**config.mk**
```make
export PLATFORM = sky130hd
export DESIGN_NAME = rf_sequencer
export DESIGN_NICKNAME = d
export VERILOG_FILES = /design/src/rtl/rf_sequencer_pkg.sv /design/src/rtl/rf_sequencer_alu.sv /design/src/rtl/rf_sequencer.sv
export SDC_FILE = /design/constraint.sdc
export NUM_CORES = 1
export LEC_CHECK = 0
export BUFFER_PORTS_ARGS = -buffer_cell sky130_fd_sc_hd__buf_4
export CAP_MARGIN = 20
export CELL_PAD_IN_SITES_DETAIL_PLACEMENT = 2
export CELL_PAD_IN_SITES_GLOBAL_PLACEMENT = 2
export CORE_AREA = 3 3 208 149
export DETAILED_ROUTE_END_ITERATION = 12
export DIE_AREA = 0 0 211 152
export PLACE_DENSITY_LB_ADDON = 0.1
export REMOVE_ABC_BUFFERS = 1
export SLEW_MARGIN = 10
export SYNTH_ARGS = -nofsm -noshare
export SYNTH_HDL_FRONTEND = slang
export SYNTH_HIERARCHICAL = 1
export SYNTH_SLANG_ARGS = --single-unit
```
**constraint.sdc**
```tcl
create_clock -name clk -period 5.6 [get_ports clk]
set_input_delay 0.56 -clock clk [delete_from_list [all_inputs] [get_ports clk]]
set_output_delay 0.56 -clock clk [all_outputs]
set_load 0.01 [all_outputs]
```
**src/rtl/rf_sequencer_pkg.sv**
```systemverilog
`default_nettype none
// ============================================================================
// Module      : rf_sequencer_pkg
// Description : Shared opcode constants and FSM state encoding for the
//               register-file sequencer and its ALU.
// Revision    : 1.0 - initial release
// ============================================================================
package rf_sequencer_pkg;

    localparam logic [2:0] OP_MOV  = 3'd0;  // result = A
    localparam logic [2:0] OP_LDI  = 3'd1;  // result = imm
    localparam logic [2:0] OP_ADD  = 3'd2;  // result = A + B
    localparam logic [2:0] OP_SUB  = 3'd3;  // result = A - B
    localparam logic [2:0] OP_AND  = 3'd4;  // result = A & B
    localparam logic [2:0] OP_OR   = 3'd5;  // result = A | B
    localparam logic [2:0] OP_XOR  = 3'd6;  // result = A ^ B
    localparam logic [2:0] OP_ADDI = 3'd7;  // result = A + imm

    typedef enum logic [1:0] {
        ST_IDLE  = 2'd0,
        ST_READ  = 2'd1,
        ST_EXEC  = 2'd2,
        ST_WRITE = 2'd3
    } state_t;

endpackage
`default_nettype wire

```
**src/rtl/rf_sequencer_alu.sv**
```systemverilog
`default_nettype none
// ============================================================================
// Module      : rf_alu
// Description : Combinational ALU for the register-file sequencer.
//               Ports: op (opcode), a/b (register operands), imm (immediate)
//               -> result (DW bits, wraps modulo 2^DW), carry (carry-out for
//               ADD/ADDI, borrow for SUB, 0 otherwise).
// Revision    : 1.0 - initial release
// ============================================================================
module rf_alu
    import rf_sequencer_pkg::*;
#(
    parameter int DW = 16
) (
    input  logic [2:0]    op,
    input  logic [DW-1:0] a,
    input  logic [DW-1:0] b,
    input  logic [DW-1:0] imm,
    output logic [DW-1:0] result,
    output logic          carry
);

    // One extra bit on each arithmetic path; the top bit is the carry or,
    // for subtraction, the borrow (set exactly when a < b unsigned).
    logic [DW:0] add_ab;
    logic [DW:0] add_ai;
    logic [DW:0] sub_ab;

    assign add_ab = {1'b0, a} + {1'b0, b};
    assign add_ai = {1'b0, a} + {1'b0, imm};
    assign sub_ab = {1'b0, a} - {1'b0, b};

    always_comb begin
        result = '0;
        carry  = 1'b0;
        case (op)
            OP_MOV:  result = a;
            OP_LDI:  result = imm;
            OP_ADD:  begin result = add_ab[DW-1:0]; carry = add_ab[DW]; end
            OP_SUB:  begin result = sub_ab[DW-1:0]; carry = sub_ab[DW]; end
            OP_AND:  result = a & b;
            OP_OR:   result = a | b;
            OP_XOR:  result = a ^ b;
            OP_ADDI: begin result = add_ai[DW-1:0]; carry = add_ai[DW]; end
            default: result = '0;
        endcase
    end

endmodule
`default_nettype wire

```
**src/rtl/rf_sequencer.sv**
```systemverilog
`default_nettype none
// ============================================================================
// Module      : rf_sequencer
// Description : Four-cycle command sequencer driving an external register
//               file: IDLE (accept) -> READ -> EXEC -> WRITE.
//               Ports:
//                 clk, reset (async, active low)
//                 cmd_valid/cmd_ready handshake; cmd_op, cmd_dst, cmd_srca,
//                 cmd_srcb, cmd_imm command fields
//                 R_adr/S_adr read addresses, R/S read data (combinational)
//                 W_adr/W/we write port, done completion pulse,
//                 flags {C,N,Z} of the last written result
// Revision    : 1.0 - initial release
// ============================================================================
module rf_sequencer
    import rf_sequencer_pkg::*;
#(
    parameter int DW = 16,
    parameter int AW = 3
) (
    input  logic          clk,
    input  logic          reset,
    input  logic          cmd_valid,
    output logic          cmd_ready,
    input  logic [2:0]    cmd_op,
    input  logic [AW-1:0] cmd_dst,
    input  logic [AW-1:0] cmd_srca,
    input  logic [AW-1:0] cmd_srcb,
    input  logic [DW-1:0] cmd_imm,
    output logic [AW-1:0] W_adr,
    output logic          we,
    output logic [DW-1:0] W,
    output logic [AW-1:0] R_adr,
    output logic [AW-1:0] S_adr,
    input  logic [DW-1:0] R,
    input  logic [DW-1:0] S,
    output logic          done,
    output logic [2:0]    flags
);

    state_t        state;
    state_t        state_next;

    logic [2:0]    op_q;
    logic [AW-1:0] dst_q;
    logic [DW-1:0] imm_q;
    logic [DW-1:0] opa_q;
    logic [DW-1:0] opb_q;
    logic [DW-1:0] result_q;
    logic          carry_q;

    logic [DW-1:0] alu_result;
    logic          alu_carry;

    rf_alu #(
        .DW (DW)
    ) u_alu (
        .op     (op_q),
        .a      (opa_q),
        .b      (opb_q),
        .imm    (imm_q),
        .result (alu_result),
        .carry  (alu_carry)
    );

    // ------------------------------------------------------------------
    // FSM
    // ------------------------------------------------------------------
    always_ff @(posedge clk or negedge reset) begin
        if (!reset) begin
            state <= ST_IDLE;
        end else begin
            state <= state_next;
        end
    end

    always_comb begin
        state_next = state;
        cmd_ready  = 1'b0;
        case (state)
            ST_IDLE: begin
                cmd_ready = 1'b1;
                if (cmd_valid) state_next = ST_READ;
            end
            ST_READ:  state_next = ST_EXEC;
            ST_EXEC:  state_next = ST_WRITE;
            ST_WRITE: state_next = ST_IDLE;
            default:  state_next = ST_IDLE;
        endcase
    end

    // ------------------------------------------------------------------
    // Datapath registers. The read addresses are loaded on the accept
    // edge so they are already valid throughout READ, and then simply
    // hold. The write-port outputs are loaded on the EXEC->WRITE edge so
    // we/done are high for exactly the WRITE cycle; the write therefore
    // commits at the end of WRITE, before any following READ.
    // ------------------------------------------------------------------
    always_ff @(posedge clk or negedge reset) begin
        if (!reset) begin
            op_q     <= '0;
            dst_q    <= '0;
            imm_q    <= '0;
            R_adr    <= '0;
            S_adr    <= '0;
            opa_q    <= '0;
            opb_q    <= '0;
            result_q <= '0;
            carry_q  <= 1'b0;
            W_adr    <= '0;
            W        <= '0;
            we       <= 1'b0;
            done     <= 1'b0;
            flags    <= '0;
        end else begin
            case (state)
                ST_IDLE: begin
                    if (cmd_valid) begin
                        op_q  <= cmd_op;
                        dst_q <= cmd_dst;
                        imm_q <= cmd_imm;
                        R_adr <= cmd_srca;
                        S_adr <= cmd_srcb;
                    end
                end
                ST_READ: begin
                    opa_q <= R;
                    opb_q <= S;
                end
                ST_EXEC: begin
                    result_q <= alu_result;
                    carry_q  <= alu_carry;
                    W_adr    <= dst_q;
                    W        <= alu_result;
                    we       <= 1'b1;
                    done     <= 1'b1;
                end
                ST_WRITE: begin
                    we    <= 1'b0;
                    done  <= 1'b0;
                    flags <= {carry_q, result_q[DW-1], (result_q == '0)};
                end
                default: begin
                    we   <= 1'b0;
                    done <= 1'b0;
                end
            endcase
        end
    end

endmodule
`default_nettype wire

```
==> impl_metrics.ini <==
[floorplan]
ioPinCount = 94
rows = 52
die-area_um2 = 32100
fp.dieW_um = 211
fp.dieH_um = 152
start_util_pct = 24.9
core_area_um2 = 29000

[worst_hold_path]
hp-class = in2async

[sta]
finClkSkew_ns = 0.0123
finalSetupViolCount = 0
worst_pin_slew_ns = 0.978
hold_viol = 0
post-route-min-period_ns = 3.22
fmax_ghz = 0.310
drv_slew = 0
timing.slew.headroom_pct = 34.8
rsz0062_at_grt = false
setup_tns_ns = 0
period_share_pct = 57.5

[placement]
place.gp.congestion = 0.873
numPortBuffers = 93
dpl.hpwl_um = 22700

[setup_path]
end_kind = register
worstPathMaxFanout = 7
required_ns = 5.86
critical_path_class = reg2reg
arrival_ns = 3.48
rr_startpoint = opa_q[9]
crit_start = opa_q[9]
critPathLaunchType = register

[routing]
drt-total-wl_um = 29200
first_pass_iters = 5
routed_via_density = 5.09
num_vias = 6183
drc = 0
drtIter0Drc = 352
drtAntennaViolNets = 0
wl_per_cell_um = 24.1

[grt]
grt_pass1_wl_um = 44600
gr-total-overflow = 0
grt_pass1_vias = 6852
grt_max_degree = 56
grtUsageTotal_pct = 18.3
antenna_found_initial = 0

[logic_synthesis]
synth-edff-count = 0
ys_ff_latch = 86
synth_area_per_cell_um2 = 9.60
async_flop_share_pct = 100
ys_seq_area_share_pct = 29.8
synth.distinct_cells = 85
synth_ff_type = dfrtp_1
synth_cells = 752
yosysWarnings = 6
syn-cell-area_um2 = 7220

[cts]
htreeDepth = 3
path_clk_slew_ns = 0.08
cts_buffers = 9
cts_resized = 0
cts_post_setup_buffers_inserted = 0
cts_hold_buf = 0
clock_path_buffers = 2
insertion_delay_ns = 0.37
cts_tree = done
cts_sinks = 86
cts-root-buf = clkbuf_16

[cells_and_area]
multi_input_area_um2 = 4610
synthToLayoutAreaGrowth_pct = 18.5
nets = 966
fin_util_pct = 29.6
nFillCells = 3195
drive_above_1_share_pct = 27.8
seqCellArea_um2 = 2150

[status]
status = finished, final reports clean

[run]
cap_violations = 0
## through the flow
stage | cells | area [um2] | hold slack [ns] | setup WS [ns]
floorplan | 717 | 6990 | 0.264 | 2.86
global placement | 1195 | 8210 | 0.480 | 2.53
detailed placement | 1195 | 8210 | 0.499 | 2.44
CTS | 1211 | 8520 | 0.128 | 2.44
global route | 1213 | 8550 | 0.151 | 2.27
finish | 1214 | 8560 | 0.117 | 2.38
## cells in the mapped netlist, types with 4 or more instances
| library cell | count | area share (%) |
|---|---|---|
| mux2_4 | 20 | 4.2 |
| o21a_1 | 12 | 1.2 |
| nand2_1 | 37 | 1.9 |
| o211ai_1 | 9 | 0.94 |
| nor2b_1 | 8 | 0.69 |
| o31a_1 | 4 | 0.49 |
| dfrtp_1 | 86 | 30 |
| a211oi_1 | 12 | 1.2 |
| nand2b_1 | 6 | 0.52 |
| xor2_1 | 7 | 0.85 |
| buf_2 | 7 | 0.49 |
| a21oi_1 | 59 | 4.1 |
| nor3_1 | 16 | 1.1 |
| and2_1 | 4 | 0.35 |
| ha_1 | 70 | 12 |
| inv_1 | 56 | 2.9 |
| nand3_1 | 10 | 0.69 |
| nor3b_1 | 4 | 0.42 |
| or3_1 | 5 | 0.43 |
| o21ai_0 | 35 | 2.4 |
| a31oi_1 | 10 | 0.87 |
| xnor2_1 | 15 | 1.8 |
| o21bai_1 | 5 | 0.52 |
| nor2_1 | 63 | 3.3 |
| o22ai_1 | 11 | 0.95 |
| buf_6 | 5 | 0.78 |
| a21o_1 | 7 | 0.73 |
| clkbuf_1 | 8 | 0.42 |
| buf_1 | 6 | 0.31 |
| buf_4 | 6 | 0.62 |
| mux2_2 | 61 | 9.5 |
## flip-flops by register name, summed over array words and instances, names as in the netlist
name      cells
flags         3
R_adr         3
carry_q       1
W_adr         3
dst_q         3
opb_q        16
S_adr         3
done          1
imm_q        16
result_q     16
state         2
opa_q        16
op_q          3
## worst max-delay path, cell delays in order (launching register included)
cell and delay (ns):
dfrtp_1 0.47, ha_1 0.44, nand2_1 0.10, o21ai_0 0.76
nand2b_1 0.21, o22ai_1 0.16, xnor2_1 0.23, a221oi_2 0.29
o22ai_1 0.15, mux2_2 0.31
## cells in the final DEF (no fill, tap or decap), types with 8 or more instances in the layout
master,Yosys,layout
a211oi_1,12,12
a21oi_1,59,59
a31oi_1,10,10
buf_4,6,100
clkbuf_16,0,9
dfrtp_1,86,86
ha_1,70,70
inv_1,56,56
mux2_2,61,61
mux2_4,20,20
nand2_1,37,37
nand3_1,10,10
nor2_1,63,63
nor2b_1,8,8
nor3_1,16,16
o211ai_1,9,9
o21a_1,12,12
o21ai_0,35,35
o22ai_1,11,11
xnor2_1,15,15
## final cells by class
type | count | area share [%]
multi-input cells | 572 | 53.9
flip-flops and latches | 86 | 25.2
repair buffers | 102 | 9.13
well taps | 378 | 5.53
clock buffers | 9 | 2.63
inverters | 59 | 2.59
clock inverters | 7 | 1.01
diodes | 1 | 0.0292
## metal layers
layer | vias up | part of all wire [%] | GRT usage, %
met5 | - | 0 | 0
met4 | 0 | 0.75 | 2.84
met3 | 15 | 4.8 | 3.67
met2 | 120 | 43 | 27.8
met1 | 3193 | 51 | 27.3
li1 | 2855 | - | -
## final timing paths
kind / end / slack (ns) / cells after the start
max in group asynchronous: opa_q[3] / 4.36 / 2
hold / removal: opb_q[14] / 0.12 / 1
setup / recovery: result_q[11] / 2.38 / 9
setup reg to reg: result_q[11] / 2.38 / 9
min in group clk: opb_q[3] / 0.40 / 2
hold reg to reg: R_adr[1] / 0.51 / 1
## kinds of logic (layout without fill, tap and decap cells)
family          after synthesis  in the layout  synth area share, %
buf+inv                      94            177                 6.31
compound gates              212            212                 20.7
simple gates                177            177                 12.5
fa+ha+maj                    73             73                 13.0
xor+xnor                     22             22                 2.67
mux                          88             88                 15.0
other cells                   0              1                    0
flops                        86             86                 29.8
Power is not shown: default switching activity piles up to over one toggle a cycle in this logic, so the estimate is an artifact.
